**src/rtl/turbo_addr_pkg.sv**
```systemverilog
// turbo_addr_pkg: shared widths, FSM encoding and mode/direction codes for the interleaver address stream
package turbo_addr_pkg;
  localparam int ADDR_W_DEF = 13;
  localparam int Q_W_DEF = 3;
  localparam int LEN_W_DEF = 13;
  typedef enum logic {IDLE, RUN} stateT;
  localparam logic MODE_ILV = 1'b0;
  localparam logic MODE_NAT = 1'b1;
  localparam logic DIR_FWD = 1'b1;
  localparam logic DIR_BWD = 1'b0;
endpackage

```
**src/rtl/turbo_modstep.sv**
```systemverilog
// turbo_modstep: one mixed-radix stage, (qa,ra) +/- (qb,rb) with R mod bs carrying/borrowing into Q mod dec
// ports: sub selects subtract; ra/rb/bs remainder operands and modulus; qa/qb/dec quotient operands and modulus; r/q result
module turbo_modstep import turbo_addr_pkg::*; #(
  parameter int ADDR_W = ADDR_W_DEF,
  parameter int Q_W = Q_W_DEF
) (
  input  logic              sub,
  input  logic [ADDR_W-1:0] ra,
  input  logic [ADDR_W-1:0] rb,
  input  logic [ADDR_W-1:0] bs,
  input  logic [Q_W-1:0]    qa,
  input  logic [Q_W-1:0]    qb,
  input  logic [Q_W:0]      dec,
  output logic [ADDR_W-1:0] r,
  output logic [Q_W-1:0]    q
);
  logic [ADDR_W+1:0] bsX, rSum, rDiff, rW;
  logic [Q_W+1:0] decX, qSum, qDiff, qW;
  logic k;
  always_comb begin
    bsX = {2'b0, bs};
    decX = {1'b0, dec};
    rSum = {2'b0, ra} + {2'b0, rb};
    rDiff = {2'b0, ra} - {2'b0, rb};
    // carry on add, borrow (sign of the widened difference) on subtract
    k = sub ? rDiff[ADDR_W+1] : (rSum >= bsX);
    rW = sub ? (k ? rDiff + bsX : rDiff) : (k ? rSum - bsX : rSum);
    qSum = {2'b0, qa} + {2'b0, qb} + {{(Q_W+1){1'b0}}, k};
    qDiff = {2'b0, qa} - {2'b0, qb} - {{(Q_W+1){1'b0}}, k};
    qW = sub ? (qDiff[Q_W+1] ? qDiff + decX : qDiff) : (qSum >= decX ? qSum - decX : qSum);
    r = rW[ADDR_W-1:0];
    q = qW[Q_W-1:0];
  end
endmodule

```
**src/rtl/turbo_addr_stream.sv**
```systemverilog
// turbo_addr_stream: interleaver address stream (QPP-style second-order recurrence or natural order), forward or backward
// ports: clk, reset (async active-low); start/abort control; dir/mode/len/blockSize/decNum/Rf2/Qf2 and *_init latched at start;
//        out_valid/out_ready handshake carrying out_rf/out_qf with out_last on the final address; busy while running; done pulse at end
module turbo_addr_stream import turbo_addr_pkg::*; #(
  parameter int ADDR_W = ADDR_W_DEF,
  parameter int Q_W = Q_W_DEF,
  parameter int LEN_W = LEN_W_DEF
) (
  input  logic              clk,
  input  logic              reset,
  input  logic              start,
  input  logic              abort,
  input  logic              dir,
  input  logic              mode,
  input  logic [LEN_W-1:0]  len,
  input  logic [ADDR_W-1:0] blockSize,
  input  logic [Q_W:0]      decNum,
  input  logic [ADDR_W-1:0] Rf2,
  input  logic [Q_W-1:0]    Qf2,
  input  logic [ADDR_W-1:0] rf_init,
  input  logic [ADDR_W-1:0] rg_init,
  input  logic [Q_W-1:0]    qf_init,
  input  logic [Q_W-1:0]    qg_init,
  output logic              out_valid,
  input  logic              out_ready,
  output logic [ADDR_W-1:0] out_rf,
  output logic [Q_W-1:0]    out_qf,
  output logic              out_last,
  output logic              busy,
  output logic              done
);
  localparam logic [LEN_W-1:0] CNT_ONE = 1;
  localparam logic [Q_W:0] DEC_ONE = 1;
  localparam logic [ADDR_W-1:0] R_ONE = 1;
  stateT state, nextState;
  logic dirR, modeR;
  logic [ADDR_W-1:0] bsR, rf2R, rf, rg, rgN, rfN, fOpR;
  logic [Q_W:0] decR;
  logic [Q_W-1:0] qf2R, qf, qg, qgN, qfN, fOpQ;
  logic [LEN_W-1:0] count;
  logic fwd, ilv, lastAddr, handshake, load, step, decOne;
  assign out_valid = state == RUN;
  assign busy = state != IDLE;
  assign lastAddr = count == CNT_ONE;
  assign out_last = out_valid && lastAddr;
  assign handshake = out_valid && out_ready;
  assign load = !abort && state == IDLE && start && |len;
  assign step = !abort && handshake && !lastAddr;
  assign out_rf = rf;
  assign out_qf = qf;
  assign fwd = dirR == DIR_FWD;
  assign ilv = modeR == MODE_ILV;
  assign decOne = decNum == DEC_ONE;
  // forward f uses the old g; backward f uses the already-reversed g so the step is an exact inverse
  assign fOpR = ilv ? (fwd ? rg : rgN) : R_ONE;
  assign fOpQ = ilv ? (fwd ? qg : qgN) : '0;
  turbo_modstep #(.ADDR_W(ADDR_W), .Q_W(Q_W)) gStep (
    .sub(!fwd), .ra(rg), .rb(rf2R), .bs(bsR), .qa(qg), .qb(qf2R), .dec(decR), .r(rgN), .q(qgN)
  );
  turbo_modstep #(.ADDR_W(ADDR_W), .Q_W(Q_W)) fStep (
    .sub(!fwd), .ra(rf), .rb(fOpR), .bs(bsR), .qa(qf), .qb(fOpQ), .dec(decR), .r(rfN), .q(qfN)
  );
  always_ff @(posedge clk or negedge reset)
    if (!reset) state <= IDLE;
    else state <= nextState;
  always_comb begin
    nextState = state;
    if (abort) nextState = IDLE;
    else if (load) nextState = RUN;
    else if (handshake && lastAddr) nextState = IDLE;
  end
  always_ff @(posedge clk or negedge reset)
    if (!reset) begin
      done <= 1'b0;
      dirR <= 1'b0;
      modeR <= 1'b0;
      bsR <= '0;
      decR <= '0;
      rf2R <= '0;
      qf2R <= '0;
      rf <= '0;
      qf <= '0;
      rg <= '0;
      qg <= '0;
      count <= '0;
    end else begin
      done <= !abort && ((state == IDLE && start && !(|len)) || (handshake && lastAddr));
      if (load) begin
        dirR <= dir;
        modeR <= mode;
        bsR <= blockSize;
        decR <= decNum;
        rf2R <= Rf2;
        // a single-quotient block keeps every Q field at 0
        qf2R <= decOne ? '0 : Qf2;
        rf <= rf_init;
        qf <= decOne ? '0 : qf_init;
        rg <= rg_init;
        qg <= decOne ? '0 : qg_init;
        count <= len;
      end else if (step) begin
        rf <= rfN;
        qf <= qfN;
        rg <= ilv ? rgN : rg;
        qg <= ilv ? qgN : qg;
        count <= count - CNT_ONE;
      end
    end
endmodule
```
**config.mk**
```make
export PLATFORM = sky130hd
export DESIGN_NAME = turbo_addr_stream
export DESIGN_NICKNAME = d
export VERILOG_FILES = /design/src/rtl/turbo_addr_pkg.sv /design/src/rtl/turbo_modstep.sv /design/src/rtl/turbo_addr_stream.sv
export SDC_FILE = /design/constraint.sdc
export NUM_CORES = 1
export LEC_CHECK = 0
export ABC_AREA = 1
export CAP_MARGIN = 0
export CORE_UTILIZATION = 58
export CTS_CLUSTER_SIZE = 8
export DETAILED_ROUTE_END_ITERATION = 6
export HOLD_SLACK_MARGIN = 0.02
export PLACE_DENSITY = 0.78
export SYNTH_ARGS = -nofsm -noshare
export SYNTH_HDL_FRONTEND = slang
export SYNTH_SLANG_ARGS = --single-unit
export TNS_END_PERCENT = 10
```
**constraint.sdc**
```tcl
create_clock -name clk -period 9.1 [get_ports clk]
set_input_delay 0.91 -clock clk [delete_from_list [all_inputs] [get_ports clk]]
set_output_delay 0.91 -clock clk [all_outputs]
set_load 0.02 [all_outputs]
```
==> summary by stage, run 1 <==
Critical path
For this run, the slowest stage of the critical path takes between 0.4 and 0.5 ns. Counting stages on the worst path, the most repeated cell is nand2_1. Data on the critical path is required at its endpoint by around 9.4 ns. STA classifies the critical path startpoint as a flop. The critical path's slowest cell is ha_2.

For the worst setup path, the data arrival time is between 8 and 9 ns. The maximum fanout along the worst path is 7. The path type of the worst setup path is flop to flop.

The count of cells along the worst register-to-register path is between 50 and 60. STA classifies the critical path endpoint as a flop.

Worst hold path
The worst hold path belongs to the class input port to asynchronous set/reset pin.

GRT
The initial antenna violation count is 0. For this run the aggregate overflow at the end of global routing stands at 0. The via count of the first global-routing pass is 10430. The first-pass GRT wire length is 55800 um.

Entering global routing, the biggest net connects 82 pins. The global router's overall resource usage is 0.373.

Yosys
During synthesis, Yosys emitted a total of 0 warnings. In this run the mean area of a mapped cell was between 6 and 7 um2. The number of flops mapped to enable cells by yosys is 0. Sorting the synthesized cells by area gives the leading types as dfrtp_1 19%, nand2_1 15%, ha_1 15%. The dominant synthesized flop cell is dfrtp_1. The number of storage elements in the synthesis netlist is 82. For this run, asynchronously set or reset flops after synthesis account for 1.00. The share of the Yosys chip area taken by registers is 0.191.

After synthesis the cells add up to 0.0108 mm2. The share of the synthesized area in the top cell type is 0.191. The cell taking the most area after synthesis is dfrtp_1. The number of distinct library cells after synthesis is 51. The cell count after synthesis is ~1600. The total nets after synthesis is 1848.

Clock tree
The H-tree level count is 3. The number of clock sinks is 82. The number of buffers added by the clock tree synthesis step is 9. For the worst-skew pair, the clock arrives at the later sink with an insertion delay of roughly 0.36 ns. The largest buffer count on any clock path is 2. The hold buffer count at CTS is 0. TritonCTS built the clock tree. The library cell used as clock root buffer is clkbuf_16.

The clock-pin slew of the registers on the worst-case setup and hold paths is approximately 0.07 ns.

Die
The initialized floorplan defines approximately 50 standard-cell rows. In this run the horizontal extent of the chip is about 140 um. The area enclosed by the die boundary is 0.0191 mm2. The floorplan step set the die height to 138 um. The initial standard-cell utilization of the core is 0.595.

The number of placed I/O pins is roughly 110. The core region is 0.0181 mm2.

STA
The slew at the pin closest to its max-slew limit is about 0.85 ns. The final critical-path share of the clock period is 0.935. The final-report max-slew violation count is 0. After routing, the total negative slack on setup checks comes to 0 ns. The worst slew margin relative to its limit is 0.432. Across the routed clock network, the largest skew measured is between 0.01 and 0.015 ns.

The number of endpoints with negative hold slack in the final report is 0. The smallest clock period supported by the final layout is computed as around 8.5 ns. Across all setup checks in the final design, the least slack found is just under 0.6 ns.

Setup violations remaining at the end of the flow were counted as 0. The timing-limited maximum frequency is between 100 and 150 MHz.

Routing
In the routed design, unresolved DRC markers number 10. The first routing iteration left around 1100 violations. The remaining antenna violation count is 0. Across all layers, the routed design uses 11255 vias. The detailed-router iteration count before antenna repair is 7. The total wire length after detailed routing is 35200 um. After detailed routing, the number of vias per cell comes to approximately 5.8.

The average wire per standard cell is approximately 18 um.

Final layout
The area occupied by registers is 0.00205 mm2. The layout cell share with drive strength beyond 1 is 0.0812. Fill cells in the final layout number 1602. Compared with the post-synthesis result, the final layout area differs by 16.4%.

The antenna diode instance count is 0. Leaving out filler cells and counting taps, the final layout contains between 1500 and 2000. The number of nets at the end of the flow is 1938. Summing all multi-input logic gate instances after layout gives 0.00786 mm2.

Status
The run finished, with violations left. The final reports fail on design-rule violations.

Run
Across the run, the number of max-cap violations was 0.

Place
The number of placed instances, taps included, is 1913. The weighted congestion at the end of routability-driven global placement is between 1 and 1.5. The total of buffers placed on input and output ports is 104. After legalization and detailed placement, the total HPWL measured approximately 28000 um. The setup slack after placement is a little under 0.3 ns.
-- metal layers --
layer / part of all wire / vias up / routed length (um) / GRT usage
met3: 0.090 / 52 / 3150 / 0.0509
met4: 0.030 / 0 / 1060 / 0.124
li1: - / 5454 / - / -
met1: 0.45 / 5244 / 15800 / 0.537
met5: 0 / - / 0 / 0
met2: 0.43 / 505 / 15100 / 0.577
-- through the flow --
step	cell area, um2	utilization	hold WS [ns]
after floorplan	10800	-	0.483
after global placement	11900	0.658	0.505
after detailed placement	11900	0.658	0.520
after CTS	12200	0.675	0.477
after global routing	12500	0.693	0.484
final	12500	0.693	0.465
-- critical path: cells and delay by family, from the launching register on --
kind | cells | cell delay, ns
flops | 1 | 0.39
simple gates | 27 | 2.51
compound gates | 13 | 1.77
buf+inv | 7 | 0.54
xor+xnor | 3 | 0.43
fa+ha+maj | 8 | 2.79
-- synth_stat cells, types with 4 or more instances --
cell type  instances
fa_1              18
xnor2_1           27
o22ai_1           10
buf_4              7
inv_1            198
a21oi_2            8
inv_2             17
nand3_1           97
o21ai_1            7
nand2_2            7
nor3_1            10
o211ai_1          18
xor2_1            60
a21o_1            10
nand4_1           24
nand3_2            7
buf_2             15
o21bai_1          13
a31oi_1            8
o21ai_0           85
nand2_1          435
a21oi_1          109
clkbuf_1          16
nand3b_1           9
buf_6              6
a21boi_0           4
nor2_1           133
or2_2              5
nor2_2             6
ha_1             129
dfrtp_1           82
o21ai_2            5
-- cells by family (layout without fill, tap and decap cells) --
| kind of cell | after synthesis | count (layout) | synth area share |
|---|---|---|---|
| adders and majority gates | 147 | 147 | 0.183 |
| AOI/OAI and AO/OA | 293 | 293 | 0.160 |
| buffers and inverters | 263 | 357 | 0.100 |
| and+or+nand+nor | 744 | 745 | 0.295 |
| xor gates and xnor gates | 87 | 87 | 0.0708 |
| DFF | 82 | 82 | 0.191 |
-- area by class of cell --
class / count / area share
clock inverter: 6 / 0.00589
timing repair buffer: 125 / 0.0971
clock buffer: 10 / 0.0183
sequential: 82 / 0.164
tap: 229 / 0.0229
multi-input combinational: 1272 / 0.627
inverter: 216 / 0.0649
-- what timing repair did --
| action | 4_1_cts | 5_1_grt |
|---|---|---|
| endpoints found under the setup margin | 0 | 3 |
| setup buffers | 0 | 10 |
| gates resized for setup | 0 | 44 |
-- placed cells by master, fill, tap and decap left out, types with 9 or more instances in the layout --
| cell | netlist | routed |
|---|---|---|
| dfrtp_1 | 82 | 82 |
| inv_2 | 17 | 17 |
| nand2_2 | 7 | 12 |
| fa_1 | 18 | 18 |
| nand3b_1 | 9 | 9 |
| nor3_1 | 10 | 10 |
| nand2_1 | 435 | 430 |
| o211ai_1 | 18 | 18 |
| a21oi_2 | 8 | 11 |
| a21oi_1 | 109 | 105 |
| inv_1 | 198 | 198 |
| nand3_2 | 7 | 9 |
| o21ai_0 | 85 | 83 |
| o22ai_1 | 10 | 10 |
| xor2_1 | 60 | 57 |
| o21bai_1 | 13 | 13 |
| nand4_1 | 24 | 24 |
| nand3_1 | 97 | 95 |
| buf_4 | 7 | 20 |
| a21o_1 | 10 | 10 |
| clkbuf_16 | 0 | 9 |
| nor2_1 | 133 | 128 |
| clkdlybuf4s50_1 | 0 | 103 |
| ha_1 | 129 | 117 |
| xnor2_1 | 27 | 26 |
| nor2_2 | 6 | 11 |
-- flip-flops by register name, indices dropped and copies added, names as in the netlist --
| register | count |
|---|---|
| qg | 3 |
| bsR | 13 |
| rg | 13 |
| decR | 4 |
| out_qf | 3 |
| qf2R | 3 |
| out_rf | 13 |
| rf2R | 13 |
| dirR | 1 |
| modeR | 1 |
| done | 1 |
| busy | 1 |
| count | 13 |
-- final timing paths --
| path | startpoint | endpoint | slack [ns] |
|---|---|---|---|
| worst max-delay path | rf2R[0] | out_qf[2] | 0.59 |
| worst min-delay path | reset | rf2R[11] | 0.46 |
| worst max register to register | rf2R[0] | out_qf[2] | 0.59 |
| worst min register to register | rf2R[0] | rf2R[0] | 0.55 |
| max in group asynchronous | reset | count[7] | 7.49 |
| min in group clk | rf2R[0] | rf2R[0] | 0.55 |
Power of run 1 is left out: the tool's default activity adds up to more than one toggle a clock period on the data nets, which glitch-free logic cannot reach.
==> inputs of run 2 (changes only) <==
- CELL_PAD_IN_SITES_DETAIL_PLACEMENT: default -> 0
- CELL_PAD_IN_SITES_GLOBAL_PLACEMENT: default -> 2
- CORE_UTILIZATION: 58 -> 33
- CTS_CLUSTER_DIAMETER: default -> 60
- PLACE_DENSITY: 0.78 -> 0.79
==> run 2 against run 1 <==
  * The run now ends clean
  * Register-to-register slack got worse by 0.08 ns
  * First-iteration DRC count decreased by 38%
  * Core utilization decreased by 29 points
  * Final area increased by 2.5%
  * Fmax decreased by 0.92%
  * Setup slack got worse by 0.079 ns
  * Critical path depth decreased by 4
  * Global-route usage decreased by 13 points
  * Critical path type unchanged
==> summary by stage, run 2 (synthesis results as in run 1) <==
Die
The number of placement rows is 65 (+33%). The number of placed I/O pins is 105 (unchanged). The die boundary height is 183 um (+32%). The area enclosed by the die boundary is 0.0333 mm2 (+75%). The initial standard-cell utilization of the core is 0.338 (-0.257). The die boundary width is 183 um (+32%). The total core area was 0.0318 mm2 (+76%).

GRT
The first-pass GRT wire length was 60600 um (+8.6%). The routing usage on met1 is 0.356 (-0.181). The global router's overall resource usage was 0.242 (-0.132).

The met3 routing resource usage after global routing came to 0.0231 (-0.0278). The global routing stage identified its most utilized layer as met2. The met2 usage is 0.368 (-0.209). The via count of the first global-routing pass is 10273 (-1.5%).

The maximum number of pins on one net before global-route repair is 81 (-1.2%). The initial antenna violation count is 0 (unchanged). The remaining global-route overflow is 0 (unchanged).

Routing
The average wire per standard cell is 18.8 um (+3.6%). The total wire length after detailed routing is 40400 um (+15%). The routed via count divided by cell count is 5.04 (-13%). The remaining antenna violation count is 0 (unchanged). The initial detailed-routing violation count is 678 (-38%). The DRC violation count after routing was 0 (-10).

The total via count in the routed design came to 10854 (-3.6%). The detailed-router iteration count before antenna repair was 6 (-1).

STA
The timing-limited maximum frequency is 116 MHz (-0.92%). The final-report max-slew violation count is 0 (unchanged). The number of endpoints with negative hold slack in the final report is 0 (unchanged). The final period demand of the worst path was 8.59 ns (+0.0792 ns). The slew at the pin closest to its max-slew limit was 0.881 ns (+0.0288 ns). The worst hold slack after final layout is 0.557 ns (+0.0920 ns). The worst slew margin relative to its limit is 0.413 (-0.0192). The final critical-path share of the clock period was 0.944 (+0.00870). The post-route clock skew is 0.0110 ns (-0.00195 ns). The final setup violation count was 0 (unchanged).

Critical path
The data required time of the critical path is 9.38 ns (about the same). The arrival time reported for the critical path endpoint was 8.87 ns (+0.09 ns). STA classifies the critical path endpoint as a flop. On the critical path the largest part of the delay comes from adder cells.

The path type of the worst setup path is flop to flop. For this design, the slowest cell found on the critical path is fa_1. The maximum fanout along the worst path is 8 (+1). The largest stage delay on the critical path is 0.40 ns (about the same).

The cell that appears most often on the critical path is nand2_1. The count of buffer and inverter cells on the critical path is 4 (-3). The reg2reg setup slack came to 0.51 ns (-0.08 ns). The kind of start point of the critical path is a flop.

Clock tree
The source-to-sink clock delay at the later pin of the worst-skew pair is 0.36 ns (about the same). The number of clock sinks is 82 (unchanged). The number of buffers added by the clock tree synthesis step is 9 (unchanged). The clock-pin slew of the registers on the worst-case setup and hold paths is 0.07 ns (about the same). The largest buffer count on any clock path is 2 (unchanged). The cell sitting at the root of the clock tree is a clkbuf_16. The H-tree level count was 3 (unchanged).

TritonCTS built the clock tree.

Final layout
The number of nets at the end of the flow is 1944 (+0.31%). Relative to the synthesized area, the layout overhead comes to 19.3%. The post-layout instance area came to 0.0128 mm2 (+2.5%). Leaving out fill and tap cells, the most frequent cells in the layout are 426 x nand2_1, 196 x inv_1, 129 x nor2_1. Leaving out fill and tap cells, the most frequent cell in the layout is nand2_1.

The antenna diode instance count was 0 (unchanged). The number of standard cells in the layout, taps in and fillers out is 2152 (+11%). The layout cell share with drive strength beyond 1 is 0.0909 (+0.00962). The core utilization of the finished layout is 0.404 (-0.289).

Place
The total placed cells including tap cells is 2120 (+11%). The total of buffers placed on input and output ports is 104 (unchanged). The weighted congestion at the end of routability-driven global placement was 0.940 (-6.8%).

The post-detailed-placement cell area is 0.0122 mm2 (+2.2%). The HPWL after detailed placement is 32700 um (+16%).

Status
The flow ran to the end, and the final reports show no timing, DRC or antenna violations.

Run
The max capacitance violation total is 0 (unchanged).

Worst hold path
The min-delay analysis places its worst path in the category input port to asynchronous set/reset pin.
run 2: changes by cell type in the layout (fill, tap and decap cells not counted), sizes merged:
cell	previous run	this run
bufinv	1	0
buf	22	27
nand3	105	106
clkbuf	10	9
clkinv	0	2
run 2: area by class of cell:
type,count,area [um2]
multi-input cells,1273,7920
fillers,3415,19000
clock buffers,9,225
flip-flops and latches,82,2050
repair buffers,130,1240
clock inverters,7,51.3
well taps,435,544
inverters,216,813
run 2: worst register-to-register path, delay by kind of cell, from the launching register on:
kind	cells	cell delay (ns)
buffers and inverters	4	0.26
adders and majority gates	9	2.75
and+or+nand+nor	24	2.43
DFF	1	0.39
xor gates and xnor gates	3	0.68
AOI/OAI and AO/OA	14	2.02
run 2: timing repair:
| item | CTS | global route |
|---|---|---|
| setup endpoints to repair | 1 | 3 |
| gates cloned | 0 | 2 |
| hold buffers | 0 | 0 |
| pin swaps | 0 | 15 |
| setup buffers | 0 | 14 |
| resized for setup | 1 | 56 |
run 2: final timing paths:
path                               from        end  cells after the start
worst max-delay path            rf2R[0]  out_qf[2]                     54
worst min-delay path              reset     rg[12]                      1
worst max register to register  rf2R[0]  out_qf[2]                     54
worst min register to register   rg[12]     rg[12]                      2
max in group asynchronous         reset  out_rf[1]                      2
min in group clk                 rg[12]     rg[12]                      2
run 2: through the flow:
step                      setup slack, ns  TNS [ns]
after global placement              0.106         0
after global routing             -0.00696  -0.00696
after floorplan                      1.21         0
final                               0.511         0
after detailed placement          -0.0192   -0.0192
after CTS                         0.00420         0
run 2: layer usage:
layer / wire (um) / up-vias
met5: 0 / -
li1: - / 5453
met4: 1070 / 0
met2: 17300 / 294
met3: 1910 / 37
met1: 20100 / 5070
Power of run 2 is left out for the same reason.
